**src/rtl/aes_mix_columns_iter_pkg.sv**
```systemverilog
// Shared AES types and GF(2^8) helpers for the MixColumns datapath.
package aes_pkg;
  localparam int AES_NB  = 4;
  localparam int STATE_W = 128;

  typedef logic [7:0]         byte_t;
  typedef logic [31:0]        word_t;
  typedef logic [STATE_W-1:0] state_t;

  typedef enum logic [1:0] {
    ST_IDLE,
    ST_RUN,
    ST_DONE
  } mc_state_e;

  function automatic byte_t xtime(input byte_t b);
    return {b[6:0], 1'b0} ^ (b[7] ? 8'h1b : 8'h00);
  endfunction

  // Kept as xtime^b so results match the existing x3 table bit for bit.
  function automatic byte_t gmul3(input byte_t b);
    return xtime(b) ^ b;
  endfunction
endpackage

```
**src/rtl/aes_mix_columns_iter_mix_single_column.sv**
```systemverilog
// Combinational MixColumns transform of one 32-bit column (row 0 in the MSB byte).
module mix_single_column
  import aes_pkg::*;
(
  input  word_t col_i,
  output word_t col_o
);
  byte_t a0, a1, a2, a3;

  assign {a0, a1, a2, a3} = col_i;

  assign col_o[31:24] = xtime(a0) ^ gmul3(a1) ^ a2 ^ a3;
  assign col_o[23:16] = a0 ^ xtime(a1) ^ gmul3(a2) ^ a3;
  assign col_o[15:8]  = a0 ^ a1 ^ xtime(a2) ^ gmul3(a3);
  assign col_o[7:0]   = gmul3(a0) ^ a1 ^ a2 ^ xtime(a3);
endmodule

```
**src/rtl/aes_mix_columns_iter.sv**
```systemverilog
// Iterative AES MixColumns: loads a state, transforms COLS_PER_CYCLE columns per
// cycle in place, then holds the result until the downstream handshake.
module aes_mix_columns_iter
  import aes_pkg::*;
#(
  parameter int COLS_PER_CYCLE = 1
) (
  input  logic               clk,
  input  logic               rst_n,
  input  logic               in_valid,
  output logic               in_ready,
  input  logic [STATE_W-1:0] in_data,
  output logic               out_valid,
  input  logic               out_ready,
  output logic [STATE_W-1:0] out_data
);
  localparam logic [1:0] STEP = 2'(COLS_PER_CYCLE);
  localparam logic [1:0] LAST = 2'(AES_NB - COLS_PER_CYCLE);

  if (!(COLS_PER_CYCLE == 1 || COLS_PER_CYCLE == 2 || COLS_PER_CYCLE == 4)) begin : g_bad_cols
    $error("aes_mix_columns_iter: COLS_PER_CYCLE must be 1, 2 or 4");
  end

  mc_state_e  st_q, st_d;
  logic [1:0] col_cnt_q, col_cnt_d;
  state_t     state_q, state_d;

  word_t cols_w   [AES_NB];
  word_t lane_in  [COLS_PER_CYCLE];
  word_t lane_out [COLS_PER_CYCLE];

  for (genvar c = 0; c < AES_NB; c++) begin : g_cols
    assign cols_w[c] = state_q[STATE_W-1-32*c -: 32];
  end

  // Lane i always works on column col_cnt+i; the 2-bit add wraps naturally.
  for (genvar i = 0; i < COLS_PER_CYCLE; i++) begin : g_lane
    assign lane_in[i] = cols_w[col_cnt_q + 2'(i)];
    mix_single_column u_mix (
      .col_i (lane_in[i]),
      .col_o (lane_out[i])
    );
  end

  always_comb begin
    st_d      = st_q;
    col_cnt_d = col_cnt_q;
    state_d   = state_q;
    unique case (st_q)
      ST_IDLE: begin
        if (in_valid) begin
          state_d   = in_data;
          col_cnt_d = 2'd0;
          st_d      = ST_RUN;
        end
      end
      ST_RUN: begin
        for (int c = 0; c < AES_NB; c++) begin
          for (int i = 0; i < COLS_PER_CYCLE; i++) begin
            if (col_cnt_q + 2'(i) == 2'(c)) state_d[STATE_W-1-32*c -: 32] = lane_out[i];
          end
        end
        col_cnt_d = col_cnt_q + STEP;
        if (col_cnt_q == LAST) st_d = ST_DONE;
      end
      ST_DONE: begin
        if (out_ready) st_d = ST_IDLE;
      end
      default: st_d = ST_IDLE;
    endcase
  end

  always_ff @(posedge clk or negedge rst_n) begin
    if (!rst_n) begin
      st_q      <= ST_IDLE;
      col_cnt_q <= 2'd0;
      state_q   <= '0;
    end else begin
      st_q      <= st_d;
      col_cnt_q <= col_cnt_d;
      state_q   <= state_d;
    end
  end

  assign in_ready  = (st_q == ST_IDLE);
  assign out_valid = (st_q == ST_DONE);
  assign out_data  = state_q;
endmodule

```
**config.mk**
```make
export PLATFORM = sky130hd
export DESIGN_NAME = aes_mix_columns_iter
export DESIGN_NICKNAME = d
export VERILOG_FILES = /design/src/rtl/aes_mix_columns_iter_pkg.sv /design/src/rtl/aes_mix_columns_iter_mix_single_column.sv /design/src/rtl/aes_mix_columns_iter.sv
export SDC_FILE = /design/constraint.sdc
export NUM_CORES = 1
export LEC_CHECK = 0
export ABC_CLOCK_PERIOD_IN_PS = 3070
export BUFFER_PORTS_ARGS = -buffer_cell sky130_fd_sc_hd__buf_2
export CAP_MARGIN = 5
export CORE_MARGIN = 1.5
export CORE_UTILIZATION = 40
export DETAILED_ROUTE_END_ITERATION = 8
export PLACE_DENSITY = 0.67
export SLEW_MARGIN = 20
export SYNTH_ARGS = -nofsm -noshare
export SYNTH_HDL_FRONTEND = slang
export SYNTH_HIERARCHICAL = 1
export SYNTH_SLANG_ARGS = --single-unit
export TNS_END_PERCENT = 1
```
**constraint.sdc**
```tcl
create_clock -name clk -period 3.07 [get_ports clk]
set_clock_uncertainty 0.15 [all_clocks]
set_input_delay 0.614 -clock clk [delete_from_list [all_inputs] [get_ports clk]]
set_output_delay 0.614 -clock clk [all_outputs]
set_load 0.05 [all_outputs]
```
==> flow_metrics.py, run 1 <==
metrics = {
    "run_status": {
        "status": "finished, final reports clean",
    },
    "sta": {
        "slew_viol_final": 0,
        "finalHoldViolations": 0,
        "period_minus_slack_ps": 2890,
        "tns_ps": 0,
        "rsz0062_at_grt": "no",
        "setup_violations": 0,
        "fmax_mhz": 346,
        "finalCritPeriodShare_pct": 94.1,
        "worstMarginPinSlew_ps": 605,
        "slew_headroom_pct": 59.7,
    },
    "logic_synthesis": {
        "synth_compound_area_share_pct": 8.67,
        "synth_fa_ha_area_share_pct": 0.586,
        "synth.distinct_cells": 27,
        "syn-num-nets": 867,
        "synth_simple_gate_area_share_pct": 3.91,
        "yosys_warnings": 6,
        "synth_area_sq_um": 8550,
        "synth_area_per_cell_sq_um": 11.7,
        "post_synth_xor_area_fraction_pct": 15.2,
        "synth_mux_area_share_pct": 23.4,
        "synth_top_family_by_area": "multiplexers",
        "ys_seq_area_share_pct": 38.6,
        "syn_inst": 731,
        "synth_seq_cells": 132,
    },
    "route": {
        "dr.pass1.iters": 4,
        "wirelength_um": 25600,
        "remaining_drc_errors": 0,
        "viasPerCell": 5.17,
        "drt-initial-drc-count": 316,
        "vias": 6611,
        "ant_nets": 0,
        "post_drt_wl_per_cell_um": 20.0,
    },
    "global_routing": {
        "first_global_vias": 6615,
        "gr-total-overflow": 0,
        "grt_use_total_pct": 23.4,
        "grt_max_degree": 81,
        "grt_pass1_wl_um": 38600,
        "grt_antenna_before_repair": 0,
    },
    "clocking": {
        "cts_buffer_depth": 2,
        "clk_latency_ps": 420,
        "cts_buffers": 17,
        "cts_hold_buf": 0,
        "cts-root-buf": "clkbuf_16",
        "cts_num_sinks": 132,
        "cts_tree": "yes",
        "path_clk_slew_ps": 60,
        "cts_setup_buffers": 0,
        "cts_resized": 0,
        "ctsHtreeMaxLevel": 4,
    },
    "setup_path": {
        "worst_ep_required_time_ps": 3220,
        "r2r_end": "out_data[36]",
        "setup.worst_path.end": "out_data[36]",
        "r2r-start": "col_cnt_q[0]",
        "startpoint": "col_cnt_q[0]",
        "crit_path_end_kind": "register",
        "reg2regPathDepth": 7,
        "arrival_ps": 3030,
        "start_kind": "register",
        "crit_fanout": 7,
        "critical_path_class": "reg -> reg",
        "worst-r2r-setup-slack_ps": 180,
    },
    "flow_run": {
        "drv_cap": 0,
    },
    "final_layout": {
        "antenna_cells": 0,
        "finalNetCount": 1127,
        "multiInputGateArea_sq_um": 4440,
        "layout_commonest_cell": "buf_2",
        "area_growth_pct": 26.7,
        "fill_cells": 1904,
        "final_cell_mix": "buf_2, inv_1, dfrtp_1",
        "drive_gt1_share_pct": 36.4,
        "ff_latch_area_sq_um": 3310,
    },
    "floorplanning": {
        "core-area_sq_um": 21000,
        "start_util_pct": 40.7,
        "placementRows": 53,
        "num_io_pins": 262,
        "dieArea_sq_um": 22300,
        "die_h_um": 149,
        "die_w_um": 149,
    },
    "hold_path": {
        "hp-class": "in -> async",
    },
    "place": {
        "port_buffers": 261,
        "gp_congestion": 0.868,
        "dp_hpwl_um": 19200,
    },
}
-- per-layer routing --
metal / track usage, % / up-vias / wire length (um)
li1: - / 3031 / -
met1: 32.7 / 3284 / 11300
met2: 37.3 / 270 / 12100
met3: 4.56 / 26 / 1820
met4: 6.34 / 0 / 383
met5: 0 / - / 0
-- cell type report --
type,count,share of cell area [%]
Multi-Input combinational cell,419,41.0
Clock inverter,15,1.90
Tap cell,275,3.18
Timing Repair Buffer,290,14.9
Inverter,131,4.54
Clock buffer,17,3.93
Sequential cell,132,30.5
-- per-stage QoR --
stage | util, % | setup slack, ps | hold slack, ps | area [sq um] | std cells
after floorplan | - | 186 | 168 | 8550 | 731
after global placement | 48.5 | 211 | 366 | 10200 | 1247
after detailed placement | 48.5 | 196 | 381 | 10200 | 1247
after CTS | 51.5 | 174 | 36.7 | 10800 | 1279
after global routing | 51.5 | 61.4 | 51.5 | 10800 | 1279
final | 51.5 | 183 | 31.3 | 10800 | 1279
-- registers in the layout, indices dropped and copies added (netlist names) --
signal	count
out_data	128
col_cnt_q	2
st_q	2
-- how the worst min path moves through the flow --
stage / startpoint / to / depth (start not counted)
after floorplan: rst_n / col_cnt_q[0] / 0
after CTS: rst_n / out_data[101] / 1
after detailed placement: out_data[44] / out_data[44] / 2
after global placement: out_data[39] / out_data[39] / 2
after global routing: rst_n / out_data[101] / 1
final: rst_n / out_data[101] / 1
-- kinds of logic (layout without fill, tap and decap cells) --
group / Yosys count / count (layout)
muxes: 160 / 160
adders and majority gates: 4 / 4
buffers and inverters: 180 / 453
and+or+nand+nor: 43 / 43
xor gates and xnor gates: 75 / 75
DFF: 132 / 132
AOI/OAI and AO/OA: 137 / 137
-- cells in the mapped netlist (all sizes together) --
| master | n | area (sq um) |
|---|---|---|
| inv | 131 | 492 |
| ha | 4 | 50.1 |
| o21ai | 1 | 5.00 |
| nand2 | 5 | 18.8 |
| nor2b | 2 | 12.5 |
| xnor3 | 32 | 722 |
| xnor2 | 19 | 204 |
| buf | 42 | 295 |
| mux4 | 32 | 721 |
| nand2b | 3 | 18.8 |
| clkbuf | 7 | 27.5 |
| mux2i | 128 | 1280 |
| a22o | 2 | 17.5 |
| nor2 | 1 | 3.75 |
| and3b | 32 | 280 |
| xor2 | 13 | 114 |
| dfrtp | 132 | 3300 |
| xor3 | 11 | 263 |
| o21bai | 1 | 7.51 |
| a21oi | 133 | 711 |
-- worst max-delay path, stage by stage (launching register included) --
cell	delay, ps
dfrtp_2	420
buf_4	230
mux4_2	610
xor2_1	400
xnor3_1	460
and3b_1	250
a21oi_1	160
mux2i_1	90
Power of run 1 is left out: the tool's default activity adds up to more than one toggle a clock period on the data nets, which glitch-free logic cannot reach.
==> run 2, diff against run 1 <==
- CORE_ASPECT_RATIO: unset -> 1.75
==> run 2 against run 1 <==
Net effect: sequential share of layout area increased by 0.30 points; sequential cell count unchanged; count of clock-buffer cells in the layout increased by 2; critical path depth unchanged; wire length increased by 2.4%; setup slack improved by 5.5 ps; global-route usage increased by 0.55 points.
==> flow_metrics.py, run 2 (synthesized netlist as in run 1, its figures left out) <==
metrics = {
    "hold_path": {
        "hp-class": "in -> async",
    },
    "clocking": {
        "clk_latency_ps": 440,
        "cts_resized": 0,
        "cts_hold_buf": 0,
        "cts-root-buf": "clkbuf_16",
        "path_clk_slew_ps": 60,
        "cts_num_sinks": 132,
        "cts_buffer_depth": 2,
        "cts_buffers": 17,
        "cts_setup_buffers": 0,
        "cts_tree": "yes",
        "ctsHtreeMaxLevel": 4,
    },
    "floorplanning": {
        "start_util_pct": 40.8,
        "die_w_um": 114,
        "core-area_sq_um": 20900,
        "die_h_um": 196,
        "num_io_pins": 262,
        "placementRows": 70,
        "dieArea_sq_um": 22300,
    },
    "global_routing": {
        "grt_antenna_before_repair": 2,
        "grt_use_total_pct": 24.0,
        "grt_max_degree": 72,
        "grt_pass1_wl_um": 39200,
        "gr-total-overflow": 0,
        "first_global_vias": 6590,
    },
    "sta": {
        "worstMarginPinSlew_ps": 706,
        "slew_viol_final": 0,
        "period_minus_slack_ps": 2880,
        "setup_violations": 0,
        "fmax_mhz": 347,
        "finalHoldViolations": 0,
        "tns_ps": 0,
        "slew_headroom_pct": 52.9,
        "rsz0062_at_grt": "no",
        "finalCritPeriodShare_pct": 93.9,
    },
    "route": {
        "remaining_drc_errors": 0,
        "post_drt_wl_per_cell_um": 20.9,
        "dr.pass1.iters": 5,
        "wirelength_um": 26300,
        "ant_nets": 0,
        "viasPerCell": 5.20,
        "drt-initial-drc-count": 386,
        "vias": 6533,
    },
    "setup_path": {
        "start_kind": "register",
        "worst_ep_required_time_ps": 3220,
        "reg2regPathDepth": 7,
        "slowest_delay_ps": 610,
        "startpoint": "col_cnt_q[0]",
        "crit_cells": 7,
        "critical_path_class": "reg -> reg",
        "worst-r2r-setup-slack_ps": 190,
        "r2r-start": "col_cnt_q[0]",
        "cp_num_buf_inv": 1,
        "setup.worst_path.end": "out_data[41]",
        "arrival_ps": 3030,
        "crit_path_top_delay_cell": "mux4_2",
        "crit_path_end_kind": "register",
        "crit_fanout": 10,
        "crit_family": "XOR/XNOR gates",
        "r2r_end": "out_data[41]",
        "crit_chain": "buf_12 > mux4_2 > xnor2_1 > xnor3_1 > and3b_1 > a21oi_1 > mux2i_1",
    },
    "final_layout": {
        "drive_gt1_share_pct": 36.3,
        "layout_commonest_cell": "buf_2",
        "fill_cells": 1870,
        "area_growth_pct": 25.4,
        "largest_register_ffs": 128,
        "final_cell_mix": "buf_2, inv_1, dfrtp_1",
        "finalNetCount": 1127,
    },
    "place": {
        "dp_hpwl_um": 20200,
        "port_buffers": 261,
        "gp_congestion": 0.871,
    },
    "flow_run": {
        "drv_cap": 0,
    },
    "run_status": {
        "status": "finished, final reports clean",
    },
}
run 2: worst min-delay path by stage:
stage / start / end / cells past startpoint
2_1_floorplan: rst_n / col_cnt_q[0] / 0
3_3_place_gp: out_data[127] / out_data[127] / 2
3_5_place_dp: out_data[12] / out_data[12] / 2
4_1_cts: rst_n / out_data[107] / 1
5_1_grt: rst_n / out_data[107] / 1
6_report: rst_n / out_data[107] / 1
run 2: area by class of cell:
type	count	area, sq um	area share [%]
well taps	252	315	2.94
repair buffers	290	1610	15.0
flip-flops and latches	132	3310	30.8
multi-input cells	419	4440	41.4
inverters	131	492	4.59
diodes	2	5.00	0.0467
clock buffers	19	453	4.23
clock inverters	12	108	1.00
run 2: per-stage QoR:
| step | std cells | cell area, sq um | hold WS, ps | setup slack, ps | utilization [%] |
|---|---|---|---|---|---|
| floorplan | 731 | 8550 | 168 | 186 | - |
| global placement | 1224 | 10200 | 368 | 183 | 48.5 |
| detailed placement | 1224 | 10200 | 377 | 190 | 48.5 |
| CTS | 1255 | 10700 | 69.5 | 177 | 51.2 |
| global route | 1257 | 10700 | 81.4 | 66.1 | 51.2 |
| finish | 1257 | 10700 | 40.6 | 188 | 51.2 |
run 2: metal layers:
| metal | global-route usage (%) | vias to the layer above | share of wire [%] |
|---|---|---|---|
| met5 | 0 | - | 0 |
| met4 | 13.8 | 0 | 5.1 |
| met3 | 4.00 | 67 | 3.6 |
| met2 | 43.0 | 224 | 54 |
| met1 | 26.4 | 3225 | 37 |
| li1 | - | 3017 | - |
run 2: worst reg2reg max path, cell delays in order (launching register included):
cell	delay [ps]
dfrtp_2	440
buf_12	170
mux4_2	610
xnor2_1	400
xnor3_1	460
and3b_1	260
a21oi_1	180
mux2i_1	100
Power of run 2 is left out for the same reason.
